===== config.mk =====
export PLATFORM = sky130hd
export DESIGN_NAME = hub75_capture
export DESIGN_NICKNAME = d
export VERILOG_FILES = /design/src/rtl/hub75_capture.sv
export SDC_FILE = /design/constraint.sdc
export NUM_CORES = 1
export LEC_CHECK = 0
export ABC_CLOCK_PERIOD_IN_PS = 4600
export BUFFER_PORTS_ARGS = -buffer_cell sky130_fd_sc_hd__buf_2
export CORE_AREA = 3 3 227 206
export CTS_CLUSTER_DIAMETER = 40
export DETAILED_ROUTE_END_ITERATION = 10
export DIE_AREA = 0 0 230 209
export MAX_ROUTING_LAYER = met4
export SETUP_SLACK_MARGIN = 0.3
export SLEW_MARGIN = 10
export SYNTH_ARGS = -nofsm -noshare
export SYNTH_HDL_FRONTEND = slang
export SYNTH_SLANG_ARGS = --single-unit

===== constraint.sdc =====
create_clock -name clk -period 4.6 [get_ports clk]
set_input_delay 0.69 -clock clk [delete_from_list [all_inputs] [get_ports clk]]
set_output_delay 0.69 -clock clk [all_outputs]
set_load 0.01 [all_outputs]

===== src/rtl/hub75_capture.sv =====
// HUB75 receive path: synchronizes the bus, captures shifted rows into a ping-pong
// line buffer and drains each latched line as top-half then bottom-half pixel writes.
module hub75_capture #(
    parameter int COLS     = 32,
    parameter int COLBITS  = 5,
    parameter int ADDRBITS = 5
) (
    input  logic                clk,
    input  logic                reset,
    input  logic                hub_sclk,
    input  logic                hub_latch,
    input  logic                hub_blank,
    input  logic [ADDRBITS-1:0] hub_addr,
    input  logic [2:0]          hub_rgb0,
    input  logic [2:0]          hub_rgb1,
    output logic                wr_valid,
    input  logic                wr_ready,
    output logic [ADDRBITS:0]   wr_row,
    output logic [COLBITS-1:0]  wr_col,
    output logic [2:0]          wr_rgb,
    output logic                line_done,
    output logic                frame_start,
    output logic                blank_q,
    output logic                overflow
);
    localparam int CW = COLBITS + 1;

    typedef enum logic [1:0] {IDLE, DRAIN_TOP, DRAIN_BOT, DONE} state_t;

    // Write handshake: a write transfers on any clk edge where wr_valid && wr_ready;
    // while wr_valid && !wr_ready, wr_row/wr_col/wr_rgb stay unchanged.

    logic [2:0]          sclk_s, latch_s;
    logic [1:0]          blank_s;
    logic [ADDRBITS-1:0] addr_s1, addr_s2, addr_e;
    logic [5:0]          rgb_s1, rgb_s2, rgb_e;
    logic                sclk_rise, latch_rise;

    state_t              state, state_n;
    logic [CW-1:0]       col, col_after, len;
    logic                cap_bank, drain_bank;
    logic [COLBITS-1:0]  c;
    logic [ADDRBITS-1:0] row;
    logic [5:0]          linebuf [2][COLS];
    logic [5:0]          pixel;
    logic                pix_we, latch_ok, last;

    // Data rides the same synchronizer depth as its strobes so both line up.
    always_ff @(posedge clk or negedge reset) begin
        if (!reset) begin
            sclk_s     <= '0;
            latch_s    <= '0;
            blank_s    <= '0;
            addr_s1    <= '0;
            addr_s2    <= '0;
            rgb_s1     <= '0;
            rgb_s2     <= '0;
            sclk_rise  <= 1'b0;
            latch_rise <= 1'b0;
            addr_e     <= '0;
            rgb_e      <= '0;
        end else begin
            sclk_s     <= {sclk_s[1:0], hub_sclk};
            latch_s    <= {latch_s[1:0], hub_latch};
            blank_s    <= {blank_s[0], hub_blank};
            addr_s1    <= hub_addr;
            addr_s2    <= addr_s1;
            rgb_s1     <= {hub_rgb1, hub_rgb0};
            rgb_s2     <= rgb_s1;
            sclk_rise  <= sclk_s[1] & ~sclk_s[2];
            latch_rise <= latch_s[1] & ~latch_s[2];
            addr_e     <= addr_s2;
            rgb_e      <= rgb_s2;
        end
    end

    assign blank_q   = blank_s[1];
    assign pix_we    = sclk_rise && (col < CW'(COLS));
    assign col_after = pix_we ? col + CW'(1) : col;
    assign latch_ok  = latch_rise && (state == IDLE);

    always_ff @(posedge clk) begin
        if (pix_we) linebuf[cap_bank][col[COLBITS-1:0]] <= rgb_e;
    end

    // A pixel shifted in the latch cycle belongs to the line being latched.
    always_ff @(posedge clk or negedge reset) begin
        if (!reset) begin
            col      <= '0;
            cap_bank <= 1'b0;
            overflow <= 1'b0;
        end else begin
            if (latch_rise) begin
                col <= '0;
                if (latch_ok) cap_bank <= ~cap_bank;
                else          overflow <= 1'b1;
            end else if (pix_we) begin
                col <= col + CW'(1);
            end
            if (sclk_rise && !pix_we) overflow <= 1'b1;
        end
    end

    assign pixel = linebuf[drain_bank][c];
    assign last  = ({1'b0, c} == len - CW'(1));

    always_ff @(posedge clk or negedge reset) begin
        if (!reset) begin
            len         <= '0;
            row         <= '0;
            drain_bank  <= 1'b0;
            c           <= '0;
            frame_start <= 1'b0;
        end else begin
            frame_start <= latch_ok && (addr_e == '0);
            if (latch_ok) begin
                len        <= col_after;
                row        <= addr_e;
                drain_bank <= cap_bank;
                c          <= '0;
            end else if (state == DRAIN_BOT && wr_ready && !last) begin
                c <= c + COLBITS'(1);
            end
        end
    end

    always_ff @(posedge clk or negedge reset) begin
        if (!reset) state <= IDLE;
        else        state <= state_n;
    end

    always_comb begin
        state_n   = state;
        wr_valid  = 1'b0;
        wr_row    = {1'b0, row};
        wr_col    = c;
        wr_rgb    = pixel[2:0];
        line_done = 1'b0;
        case (state)
            IDLE: begin
                if (latch_ok) state_n = (col_after == '0) ? DONE : DRAIN_TOP;
            end
            DRAIN_TOP: begin
                wr_valid = 1'b1;
                if (wr_ready) state_n = DRAIN_BOT;
            end
            DRAIN_BOT: begin
                wr_valid = 1'b1;
                wr_row   = {1'b1, row};
                wr_rgb   = pixel[5:3];
                if (wr_ready) state_n = last ? DONE : DRAIN_TOP;
            end
            DONE: begin
                line_done = 1'b1;
                state_n   = IDLE;
            end
            default: state_n = IDLE;
        endcase
    end
endmodule


== Word level (Yosys, flattened, before mapping) ==
Memory sizes are Yosys's and may differ from the RTL's.
Index checks and enable logic that the tools add are counted.
Widths: inputs -> output; s select.

* Flip-flop bits (word level): 71
* Memory bits (writable): 384
* Bits of input ports: 17
* Output and inout port bits: 19
* Word-level logic and storage cells: 85
* Memories kept: 1

* Add/subtract/negate cells: 3
* Magnitude comparators: 4
* Equal/unequal tests: 8
* Multiplexer cells: 24
* Bitwise logic cells: 7
* Reduce and logical (&&, ||, !) cells: 18

{| class="wikitable"
|+ Memories
! memory !! depth !! bits a word !! read ports !! clocked after Yosys merged registers in !! write ports !! line !! source
|-
| linebuf || 2 || 192 || 1 || 0 || 1 || 44 || <nowiki>logic [5:0] linebuf [2][COLS];</nowiki>
|}

{| class="wikitable"
|+ Operator list
! cell !! count
|-
| $mux 192 || 1
|-
| $mux 6 || 6
|-
| $bmux 6 s5 || 1
|-
| $demux 6 s5 || 1
|-
| $ge 6x6->1 const B || 2
|-
| $not 5->6 || 2
|-
| $mux 2 || 5
|-
| $mux 5 || 2
|-
| $pmux 2 s4 || 1
|-
| $logic_and 1x1->1 || 7
|-
| $add 6x1->6 const B || 1
|-
| $eq 5x6->1 || 1
|-
| $logic_not 6->1 || 1
|-
| $lt 6x1->1 const B || 1
|-
| $lt 6x6->1 const B || 1
|-
| $mux 1 || 6
|-
| $ne 2x2->1 const B || 3
|-
| $sub 6x1->6 const B || 1
|-
| $add 5x1->5 const B || 1
|-
| $logic_not 5->1 || 1
|-
| $eq 2x2->1 const B || 2
|-
| $reduce_and 2->1 || 2
|-
| $reduce_bool 2->1 || 2
|-
| $mux 3 || 1
|-
| 8 further kinds || 12
|}

== Logic depth before layout (Yosys ltp) ==
* Depth after elaboration: 7
* Mapped depth: 10
* Mapped depth without buffers: 8

== Worst setup path before layout ==
No wires, ideal clock.

* Path type: register to output
* From: register c[0], in the netlist wr_col[0]
* To: output port wr_rgb[2]
* Arrival time: 1.998 ns
* Required time: 3.910 ns
* Slack: 1.912 ns
* Cell stages (with the launch flop): 9
* Path buffers: 3
* Cell sequence: dfrtp_1 > buf_4 > buf_2 > buf_1 > mux4_2 > a21oi_1 > o21ai_0 > a31oi_1 > o311ai_1

* Word-level cells in the longest chain between the ends: 5

{| class="wikitable"
|+ RTL lines
! item !! line !! source
|-
| start: declaration || 42 || <nowiki>logic [COLBITS-1:0] c;</nowiki>
|-
| start signal: assignment || 122 || <nowiki>c <= c + COLBITS'(1);</nowiki>
|-
| $not 5->6 (not written as such) || 104 || <nowiki>assign pixel = linebuf[drain_bank][c];</nowiki>
|-
| $bmux 6 s5 || 104 ||
|-
| $mux 6 (not written as such) (2 in series) || 104 ||
|-
| $mux 3 || 139 || <nowiki>case (state)</nowiki>
|-
| end: declaration || 20 || <nowiki>output logic [2:0] wr_rgb,</nowiki>
|}

Every way passes these cells. The select of a mux whose other input is x is not followed.

== Worst setup path in the final report ==
Same ends and word-level chain as after synthesis.

==> flow_summary_export.csv <==
group,metric,value,unit
outcome,status,"finished clean",
die,initial_utilization,40.0,%
route,initialDrtViolationCount,826,
route,via_per_inst,5.41,
synth,synth_edf_count,384,
pwr,leakagePower,6.82,nW
place,place_worst_setup_slack,1.04,ns
critical_path,worst_r2r_endpoint,"linebuf[1][12]$_DFFE_PP_",
synth,synth-main-ff-cell,"sky130_fd_sc_hd__edfxtp_1",
final_layout,drive_above_1_share,22.0,%
global_route,grt_antenna_before_repair,1,
global_route,groute.layer.met2.usage,23.9,%
route,detail_route.wl_per_cell,23.0,µm
synth,largest_family_of_logic_cells_by_synthesized_area,"multiplexers",
place,finalWeightedCongestion,0.796,
final_layout,mostFrequentLayoutCell,"sky130_fd_sc_hd__edfxtp_1",
die,floorplan.io_pins,36,
route,drc_errors,0,
job,drv_cap,0,
route,antenna_left,0,
final_layout,layout.cells.most_common_list,"sky130_fd_sc_hd__edfxtp_1, sky130_fd_sc_hd__nor2_1, sky130_fd_sc_hd__mux2i_1, sky130_fd_sc_hd__dfrtp_1, sky130_fd_sc_hd__mux4_2",
global_route,grt_max_degree,72,
critical_path,worst_ep_required_time,3.91,ns
sta,finalSetupTns,0,ns
place,hpwl,23100,µm
sta,fin_ws,0.474,ns
critical_path,worst_r2r_path_depth,3,
critical_path,r2r-start,"sclk_rise$_DFF_PN0_",
sta,maxSlewViolCount,0,
synth,syn_inst,952,
hold_path,hold_depth,1,
pwr,ir_worst_vdd,374,µV
critical_path,timing.critical_path.arrival,3.44,ns
place,port-buffer-count,35,
global_route,grt_use_met3,3.76,%
synth,synth-compound-area-share,4.34,%
route,postRouteWirelength,37900,µm
clock_tree,clk_pin_slew_worst_paths,0.06,ns
sta,final.period_utilization,89.7,%
sta,worst_slew_margin_rel,20.0,%
synth,avgSynthCellArea,18.6,µm²
die,placement_rows,73,
sta,timing_hold_violations_final,0,
hold_path,hold_end,"rgb_s1[5]$_DFF_PN0_",
global_route,busiest_layer,"met2",
die,die-width,230,µm
sta,timing_worst_slew_pin_value,1.20,ns
die,die_h,209,µm
synth,post_synthesis_async_set_or_reset_flop_share,15.6,%
hold_path,worstHoldStart,"hub_rgb1[2]",
sta,minimum_hold_slack,0.232,ns
synth,syn-cell-area,17700,µm²
final_layout,syn2layout_area_growth,13.9,%
clock_tree,worst_skew_pair.late_latency,0.56,ns
critical_path,path_class,"register to primary output",
clock_tree,cts_root_buf,"sky130_fd_sc_hd__clkbuf_16",
clock_tree,cts.hold.buffers_added,0,
synth,synth.lib_cells_used.distinct,53,
synth,synth_xor_area_share,0.444,%
final_layout,final_nets,1038,
global_route,groute.layer.met1.usage,23.3,%
global_route,grt_pass1_vias,8998,
synth,mapped_nets,980,
sta,clock.fmax,242,MHz
sta,setup_repair_after_global_routing_missed_its_margin,"false",
die,dieArea,48100,µm²
synth,synth_seq_area_share,75.0,%
clock_tree,cts_sinks,455,
synth,yosysWarningCount,0,
synth,post_synth_fa_ha_maj_area_fraction,0.775,%
synth,synth.area.mux_share,13.5,%
clock_tree,cts-htree-levels,2,
global_route,global_route_wire_length_before_repair,57800,µm
sta,period_needed,4.13,ns
sta,setup_viol,0,
global_route,globalRouteOverflowTotal,0,
pwr,power_per_cell_area,565,nW/µm²
synth,yosys_register_bits,455,
critical_path,maximum_fanout_along_the_worst_path,29,
clock_tree,cts_inserted_buffers,50,
die,core_region_area,44400,µm²
clock_tree,max-clock-path-buffers,3,
critical_path,worst-r2r-setup-slack,1.81,ns
clock_tree,tritoncts,"built",
critical_path,critPathCaptureType,"primary output",
global_route,globalRouteTotalUtil,16.3,%
hold_path,hold_path.class,"primary input to register",
synth,synthSimpleGateAreaFrac,3.89,%
route,firstDrtPassIters,5,
sta,fin_worst_skew,0.0193,ns
route,num_vias,8920,
critical_path,start_kind,"register",
-- through the flow --
step | utilization [%] | area (µm²) | power, mW | instances
finish | 45.5 | 20200 | 11.4 | 1649
global route | 45.5 | 20200 | 11.9 | 1649
CTS | 45.5 | 20200 | 11.5 | 1647
detailed placement | 41.8 | 18500 | 7.56 | 1557
global placement | 41.8 | 18500 | 7.54 | 1557
floorplan | - | 17700 | 6.81 | 952
-- cells by family after synthesis --
kind of cell,Yosys count
flip-flops,455
multiplexers,152
AND/OR/NAND/NOR,150
AO/OA/AOI/OAI,111
buffers and inverters,64
adder cells (fa/ha/maj),11
XOR/XNOR,9
-- synth_stat cells, types with 2 or more instances --
cell type,count,area (µm²)
sky130_fd_sc_hd__a221oi_1,9,78.8
sky130_fd_sc_hd__buf_1,2,7.51
sky130_fd_sc_hd__nor3_1,5,25.0
sky130_fd_sc_hd__a31oi_1,6,37.5
sky130_fd_sc_hd__nand4b_1,2,17.5
sky130_fd_sc_hd__or4_1,2,15.0
sky130_fd_sc_hd__buf_2,10,50.1
sky130_fd_sc_hd__dfrtp_1,71,1780
sky130_fd_sc_hd__clkbuf_1,27,101
sky130_fd_sc_hd__nand2_1,22,82.6
sky130_fd_sc_hd__mux4_2,62,1400
sky130_fd_sc_hd__o21ai_0,27,135
sky130_fd_sc_hd__o311ai_1,2,17.5
sky130_fd_sc_hd__nand2b_1,2,12.5
sky130_fd_sc_hd__nor2b_1,9,56.3
sky130_fd_sc_hd__buf_6,8,90.1
sky130_fd_sc_hd__a21oi_1,30,150
sky130_fd_sc_hd__mux4_1,5,131
sky130_fd_sc_hd__buf_8,2,30.0
sky130_fd_sc_hd__a221oi_2,3,45.0
sky130_fd_sc_hd__or3_1,3,18.8
sky130_fd_sc_hd__nand4_1,3,18.8
sky130_fd_sc_hd__nor2_1,78,293
sky130_fd_sc_hd__xnor2_1,7,61.3
sky130_fd_sc_hd__edfxtp_1,384,11500
sky130_fd_sc_hd__inv_1,11,41.3
sky130_fd_sc_hd__mux2_2,11,124
sky130_fd_sc_hd__and3b_1,2,17.5
sky130_fd_sc_hd__xor2_1,2,17.5
sky130_fd_sc_hd__nand3_1,11,55.1
sky130_fd_sc_hd__ha_1,11,138
sky130_fd_sc_hd__buf_12,2,40.0
sky130_fd_sc_hd__nand3b_1,4,30.0
sky130_fd_sc_hd__o221ai_1,23,201
sky130_fd_sc_hd__or2_2,2,12.5
sky130_fd_sc_hd__mux2i_1,74,741
sky130_fd_sc_hd__nor4_1,2,12.5
-- worst max-delay path, cell delays in order (launching register included) --
cell	delay (ns)
sky130_fd_sc_hd__dfrtp_4	0.58
sky130_fd_sc_hd__buf_4	0.49
sky130_fd_sc_hd__mux4_1	0.40
sky130_fd_sc_hd__mux2_2	0.29
sky130_fd_sc_hd__a221oi_1	0.40
sky130_fd_sc_hd__nor3_1	0.17
sky130_fd_sc_hd__a31oi_1	0.18
sky130_fd_sc_hd__o311ai_1	0.14
sky130_fd_sc_hd__buf_2	0.19
-- power by group --
part | switching, mW | internal [mW]
Combinational | 1.48 | 1.20
Clock | 1.61 | 2.31
Sequential | 0.215 | 4.59
-- per-layer routing --
metal / share of wire, % / wire (µm)
met3: 7.5 / 2840
met4: 1.9 / 726
met5: 0 / 0
met1: 45 / 17200
met2: 45 / 17100
-- worst max path at each step --
stage                           startpoint        end  slack [ns]  depth (start not counted)
floorplan            wr_col[0]$_DFFE_PN0P_  wr_rgb[2]        1.91                          8
global placement    drain_bank$_DFFE_PN0P_  wr_rgb[2]        0.99                          7
detailed placement  drain_bank$_DFFE_PN0P_  wr_rgb[2]        1.04                          7
CTS                 drain_bank$_DFFE_PN0P_  wr_rgb[2]        0.42                          7
global route         wr_col[0]$_DFFE_PN0P_  wr_rgb[2]        0.43                          8
finish               wr_col[0]$_DFFE_PN0P_  wr_rgb[2]        0.47                          8
-- flip-flops by register name (all words and copies together), names as in the netlist, 6 cells and up --
signal and flops:
rgb_s2 6, rgb_s1 6, linebuf 384, len 6, rgb_e 6, col 6
-- area by class of cell --
type                    instances  area, µm²
fillers                      3845      24200
flip-flops and latches        455      13300
multi-input cells             433       4070
clock buffers                  59       1370
well taps                     600        751
repair buffers                 58        375
clock inverters                31        273
inverters                      12       45.0
diodes                          1       2.50
-- what timing repair did --
item | in CTS | in global routing
gates resized for setup | 0 | 0
setup endpoints to repair | 0 | 1
setup buffers | 0 | 1
Power figures use the tool's default switching activity.
